$ cat src/rtl/time_seq_ctrl.sv
// time_seq_ctrl
//   Timekeeping and sequencing controller for an analogue "ampere meter" clock.
//   It keeps a binary hh:mm:ss count from a 1 Hz prescaler. When run_req rises,
//   the controller can play a startup sweep on the meters (every field ramps up
//   to full scale and back to zero), and then shows the live time.
//
// Configuration macro: AMPERE_SWEEP_EN
//   Defined   - the SWEEP_UP / SWEEP_DOWN startup sequence is built in.
//   Undefined - IDLE goes straight to RUN, sweep_active is tied low, and
//               SWEEP_STEP_CYC is ignored.
//
// Parameters
//   SYSCLKHZ        clk frequency in Hz (prescaler wraps at SYSCLKHZ-1)
//   SWEEP_STEP_CYC  clk cycles per sweep step (>= 2)
//
// Ports
//   clk          system clock
//   Rst          synchronous active-high reset
//   run_req      level request: 1 = run the meter sequence, 0 = go idle
//   set_valid    time-load request
//   set_time     {hour, min, sec} to load, binary
//   set_ready    a load is accepted when set_valid & set_ready (IDLE/RUN only)
//   set_err      one-cycle pulse after a load with an out-of-range field
//   time_data    {hour, min, sec} to the meter PWM stage (registered)
//   En           meter PWM enable
//   sec_tick     one-cycle pulse per elapsed second
//   sweep_active high while the startup sweep runs
module time_seq_ctrl #(
    parameter int SYSCLKHZ       = 50_000_000,
    parameter int SWEEP_STEP_CYC = 500_000
) (
    input  logic        clk,
    input  logic        Rst,
    input  logic        run_req,
    input  logic        set_valid,
    input  logic [23:0] set_time,
    output logic        set_ready,
    output logic        set_err,
    output logic [23:0] time_data,
    output logic        En,
    output logic        sec_tick,
    output logic        sweep_active
);

    localparam int            PW       = (SYSCLKHZ > 1) ? $clog2(SYSCLKHZ) : 1;
    localparam logic [PW-1:0] PRESC_TC = PW'(SYSCLKHZ - 1);

    if (SWEEP_STEP_CYC < 2) begin : g_bad_step
        $error("SWEEP_STEP_CYC must be >= 2");
    end

    typedef enum logic [1:0] {IDLE, SWEEP_UP, SWEEP_DOWN, RUN} state_t;

    state_t        state, state_nxt;
    logic [7:0]    sec, min, hour;
    logic [PW-1:0] presc;
    logic          load, in_range, run_ok, presc_tc;

    assign load     = set_valid & set_ready;
    assign in_range = (set_time[7:0] < 8'd60) && (set_time[15:8] < 8'd60) &&
                      (set_time[23:16] < 8'd24);
    // Timekeeping stops (and the prescaler is held at 0) as soon as the
    // controller is leaving for IDLE, not only once it is there.
    assign run_ok   = run_req && (state != IDLE);
    assign presc_tc = (presc == PRESC_TC);

`ifdef AMPERE_SWEEP_EN
    localparam int SW = $clog2(SWEEP_STEP_CYC);

    logic [SW-1:0] step;
    logic [23:0]   sweep, sweep_up, sweep_dn;
    logic          step_done;

    assign step_done = (step == SW'(SWEEP_STEP_CYC - 1));

    // Each field saturates on its own: hour tops out at 23 while min/sec
    // keep climbing to 59.
    always_comb begin
        sweep_up[23:16] = (sweep[23:16] == 8'd23) ? 8'd23 : sweep[23:16] + 8'd1;
        sweep_up[15:8]  = (sweep[15:8]  == 8'd59) ? 8'd59 : sweep[15:8]  + 8'd1;
        sweep_up[7:0]   = (sweep[7:0]   == 8'd59) ? 8'd59 : sweep[7:0]   + 8'd1;
        sweep_dn[23:16] = (sweep[23:16] == 8'd0)  ? 8'd0  : sweep[23:16] - 8'd1;
        sweep_dn[15:8]  = (sweep[15:8]  == 8'd0)  ? 8'd0  : sweep[15:8]  - 8'd1;
        sweep_dn[7:0]   = (sweep[7:0]   == 8'd0)  ? 8'd0  : sweep[7:0]   - 8'd1;
    end
`else
    assign sweep_active = 1'b0;
`endif

    always_comb begin
        state_nxt = state;
        case (state)
            IDLE: begin
                if (run_req) begin
`ifdef AMPERE_SWEEP_EN
                    state_nxt = SWEEP_UP;
`else
                    state_nxt = RUN;
`endif
                end
            end
`ifdef AMPERE_SWEEP_EN
            SWEEP_UP: begin
                if (step_done && (sweep_up == 24'h17_3B_3B))
                    state_nxt = SWEEP_DOWN;
            end
            // Leave one cycle after the sweep lands on zero so {0,0,0}
            // actually reaches time_data before the live time takes over.
            SWEEP_DOWN: begin
                if (sweep == 24'h0)
                    state_nxt = RUN;
            end
`endif
            RUN:     state_nxt = RUN;
            default: state_nxt = IDLE;
        endcase
        if (!run_req)
            state_nxt = IDLE;
    end

    always_ff @(posedge clk) begin
        if (Rst) begin
            state     <= IDLE;
            sec       <= '0;
            min       <= '0;
            hour      <= '0;
            presc     <= '0;
            time_data <= '0;
            En        <= 1'b0;
            sec_tick  <= 1'b0;
            set_err   <= 1'b0;
            set_ready <= 1'b1;
`ifdef AMPERE_SWEEP_EN
            sweep        <= '0;
            step         <= '0;
            sweep_active <= 1'b0;
`endif
        end else begin
            state     <= state_nxt;
            En        <= (state_nxt != IDLE);
            set_ready <= (state_nxt == IDLE) || (state_nxt == RUN);
            set_err   <= load && !in_range;
            sec_tick  <= 1'b0;

            // A good load wins over a simultaneous terminal count; that
            // second is dropped along with its sec_tick.
            if (load && in_range) begin
                hour  <= set_time[23:16];
                min   <= set_time[15:8];
                sec   <= set_time[7:0];
                presc <= '0;
            end else if (!run_ok) begin
                presc <= '0;
            end else if (presc_tc) begin
                presc    <= '0;
                sec_tick <= 1'b1;
                if (sec == 8'd59) begin
                    sec <= 8'd0;
                    if (min == 8'd59) begin
                        min  <= 8'd0;
                        hour <= (hour == 8'd23) ? 8'd0 : hour + 8'd1;
                    end else begin
                        min <= min + 8'd1;
                    end
                end else begin
                    sec <= sec + 8'd1;
                end
            end else begin
                presc <= presc + 1'b1;
            end

            if (!run_req) begin
                time_data <= '0;
            end else begin
                case (state)
                    RUN:                  time_data <= {hour, min, sec};
`ifdef AMPERE_SWEEP_EN
                    SWEEP_UP, SWEEP_DOWN: time_data <= sweep;
`endif
                    default:              time_data <= '0;
                endcase
            end

`ifdef AMPERE_SWEEP_EN
            sweep_active <= (state_nxt == SWEEP_UP) || (state_nxt == SWEEP_DOWN);
            case (state)
                IDLE: begin
                    sweep <= '0;
                    step  <= '0;
                end
                SWEEP_UP, SWEEP_DOWN: begin
                    step <= step_done ? '0 : step + 1'b1;
                    if (step_done)
                        sweep <= (state == SWEEP_UP) ? sweep_up : sweep_dn;
                end
                default: ;
            endcase
`endif
        end
    end

endmodule

$ cat config.mk
export PLATFORM = sky130hd
export DESIGN_NAME = time_seq_ctrl
export DESIGN_NICKNAME = d
export VERILOG_FILES = /design/src/rtl/time_seq_ctrl.sv
export SDC_FILE = /design/constraint.sdc
export NUM_CORES = 1
export LEC_CHECK = 0
export ABC_AREA = 1
export BUFFER_PORTS_ARGS = -buffer_cell sky130_fd_sc_hd__buf_2
export CORE_UTILIZATION = 45
export DETAILED_ROUTE_END_ITERATION = 12
export GPL_ROUTABILITY_DRIVEN = 0
export GPL_TIMING_DRIVEN = 0
export PLACE_DENSITY = 0.62
export SYNTH_ARGS = -nofsm -noshare
export SYNTH_HDL_FRONTEND = slang
export SYNTH_SLANG_ARGS = --single-unit
$ cat constraint.sdc
create_clock -name clk -period 3.5 [get_ports clk]
set_input_delay 0.525 -clock clk [delete_from_list [all_inputs] [get_ports clk]]
set_output_delay 0.525 -clock clk [all_outputs]
set_load 0.02 [all_outputs]
==> flow_summary_export.csv <==
group,metric,value,unit
outcome,status,"complete, no violations",
layout,diodes,0,
synthesis,syn_area_per_cell,6.83,um2
synthesis,ys_seq_area_share,40.2,%
power,p_int,1.31,mW
clocking,numCtsBuffers,9,
synthesis,yosys-top-cells-count,"nand2_1, nor2_1, dfxtp_1",
clocking,clk_path_buf_depth,2,
clocking,cts_tree,"built",
critical_path,cp_max_fo,5,
layout,utilization,54.1,%
synthesis,yosysTopAreaCellShare,40.2,%
power,cellPowerDensity,372,mW/mm2
clocking,ctsResizeCount,0,
grt,gr-total-overflow,0,
synthesis,synth_ff_type,"dfxtp_1",
synthesis,yosys_warnings,0,
synthesis,synthesis.nets,593,
critical_path,path_delay_family,"simple AND/OR/NAND/NOR gates",
critical_path,worstSetupStartpoint,"presc[0]$_SDFF_PP0_",
critical_path,critPathCaptureType,"flop",
sta,fin_crit,1.79,ns
layout,nNetsFinal,658,
sta,rsz0062_at_grt,"no",
synthesis,netlist_instances,561,
critical_path,crit_arrival,2.02,ns
critical_path,slowest_stage,"dfxtp_1",
clocking,cts_root_buf,"clkbuf_8",
route,via_per_inst,4.85,
min_path,hold_path_class,"primary input to flop",
synthesis,synthDistinctLibCells,38,
placement,placed_cell_area,0.00423,mm2
synthesis,yosys.area.top_type,"dfxtp_1",
layout,areaGrowthSynthToFinish,16.0,%
clocking,insertion_delay,0.34,ns
sta,skew,0.0115,ns
grt,grt_antenna_before_repair,0,
power,pwr-share-seq,53.0,%
critical_path,cpPeakStageDelay,0.38,ns
synthesis,synth.cell_area,0.00383,mm2
route,num_vias,3562,
layout,drive_gt1_share,18.6,%
critical_path,cp-start-kind,"flop",
synthesis,synthArstFlopShare,0,%
synthesis,synth_edf_count,0,
grt,grt_pass1_wl,15200,um
floorplan,core_area,0.00822,mm2
sta,setup_viol,0,
critical_path,cpMostUsedCell,"nor2_1",
critical_path,reg2reg_from,"presc[0]$_SDFF_PP0_",
floorplan,start_util,46.6,%
power,ir_worst_vdd,0.209,mV
synthesis,ys_ff_latch,77,
sta,timing.fmax,559,MHz
floorplan,die_y,94.3,um
power,leakagePower,1.96,nW
route,drt_iter0_drc,136,
sta,tns,0,ns
clocking,cts.sinks,77,
power,power.share.clock,44.1,%
placement,dpl.hpwl,6670,um
clocking,h-tree-depth,3,
route,drt-total-wl,8810,um
synthesis,synthMostInstantiatedCell,"nand2_1",
sta,final_max_slew_viol_count,0,
critical_path,cp_num_buf_inv,1,
sta,max_slew_margin,58.3,%
floorplan,dieArea,0.00889,mm2
placement,place.port_buffers,54,
clocking,cts_setup_buffers,0,
sta,hold_violations,0,
critical_path,required,3.73,ns
critical_path,crit_type,"flop to flop",
sta,worst_pin_slew,0.620,ns
power,switching_share,20.9,%
grt,grt_max_degree,13,
power,p_sw,0.346,mW
layout,postLayoutCellArea,0.00445,mm2
grt,first_global_vias,3221,
route,wl_per_cell,12.0,um
route,drtAntennaViolNets,0,
layout,fillCellCount,846,
route,drt-pass1-iter-count,5,
job,cap_violations,0,
route,route.detailed.drc,0,
sta,timing.final.ws_setup,1.71,ns
sta,finalCritPeriodShare,51.1,%
clocking,ctsHoldBuffers,0,
floorplan,io_pins,57,
clocking,clk_pin_slew,0.08,ns
floorplan,die_w,94.3,um
floorplan,num_rows,33,
critical_path,critical_path.cell_chain,"ha_1 > nand2_2 > nor3_4 > nand2_1 > nor2_2 > inv_2 > nor2_1 > xor2_1 > nor2_1",
synthesis,yosys-top-cells-area,"dfxtp_1, nand2_1, nor2_1, inv_1, nand3_1",
grt,grt_usage,22.1,%
min_path,worst_hold_startpoint,"run_req",
power,combPwrFrac,2.8,%
placement,dp_slack,1.43,ns
-- worst register-to-register path: cells and delay by family, from the launching register on --
family	cells	cell delay, ns
and+or+nand+nor	6	0.87
DFF	1	0.38
adders and majority gates	1	0.20
xor gates and xnor gates	1	0.17
buffers and inverters	1	0.07
-- state kept, by name, summed over array words and instances (netlist names) --
name	count
sec	8
presc	26
set_err	1
time_data	24
hour	8
state	1
sec_tick	1
min	8
-- layout make-up --
cell class,instances,area [um2],share of cell area (%)
plain buffers,14,93.8,2.11
clock inverters,5,75.1,1.69
flip-flops and latches,77,1540,34.7
multi-input cells,405,1950,43.9
inverters,65,244,5.49
well taps,105,131,2.96
clock buffers,10,138,3.10
repair buffers,54,270,6.08
-- worst paths after layout --
kind,depth (start not counted),endpoint,slack [ns]
hold reg to reg,2,presc[25]$_SDFF_PP0_,0.46
setup reg to reg,9,presc[16]$_SDFF_PP0_,1.71
setup / recovery,9,presc[16]$_SDFF_PP0_,1.71
hold / removal,3,state[0]$_SDFF_PP0_,0.42
-- per-stage QoR --
| step | hold WS [ns] | total power, mW | std cells |
|---|---|---|---|
| global placement | 0.444 | 0.945 | 720 |
| global route | 0.437 | 1.73 | 735 |
| finish | 0.417 | 1.65 | 735 |
| detailed placement | 0.452 | 0.946 | 720 |
| floorplan | 0.430 | 0.920 | 561 |
| CTS | 0.395 | 1.67 | 735 |
-- metal layers --
layer | wire length, um | track usage (%) | share of wire (%) | vias up
met5 | 0 | 0 | 0 | -
met4 | 110 | 7.95 | 1.2 | 0
met3 | 464 | 3.40 | 5.3 | 8
met2 | 3820 | 33.6 | 43 | 90
met1 | 4420 | 31.3 | 50 | 1589
li1 | - | - | - | 1875
-- power groups by stage --
stage	registers [mW]	logic [mW]	clock network [mW]
floorplan	0.900	0.0204	0
global placement	0.898	0.0471	0
detailed placement	0.898	0.0472	0
CTS	0.878	0.0474	0.749
global route	0.878	0.0521	0.799
finish	0.878	0.0470	0.730
-- logic make-up (layout without fill, tap and decap cells) --
| group | count (synthesis) | count (layout) | share of synthesized area (%) |
|---|---|---|---|
| AO/OA/AOI/OAI | 37 | 37 | 5.32 |
| XOR/XNOR | 15 | 15 | 3.43 |
| adder cells (fa/ha/maj) | 4 | 4 | 1.31 |
| buffers and inverters | 79 | 148 | 8.82 |
| flip-flops | 77 | 77 | 40.2 |
| other | 2 | 2 | 0.196 |
| AND/OR/NAND/NOR | 347 | 347 | 40.7 |
-- placed cells by master (no fill, tap or decap), types with 2 or more instances in the layout --
cell and n:
nand3_2 5, and3_1 2, ha_1 4, nand3b_1 4, nor2_2 8, buf_4 3, inv_1 55, clkinv_2 3
o21ai_0 10, buf_6 3, nor3_1 13, dfxtp_1 77, nor3b_1 3, nor2_1 106, nand4_1 8, nand2_2 6
clkbuf_8 10, nand2_1 144, inv_2 9, bufinv_16 2, a21oi_1 22, conb_1 2, buf_2 57, nand2_4 3
clkbuf_1 4, xnor2_1 2, nand3_1 38, xor2_1 13, nor2_4 2
(Power assumes the default switching activity.)
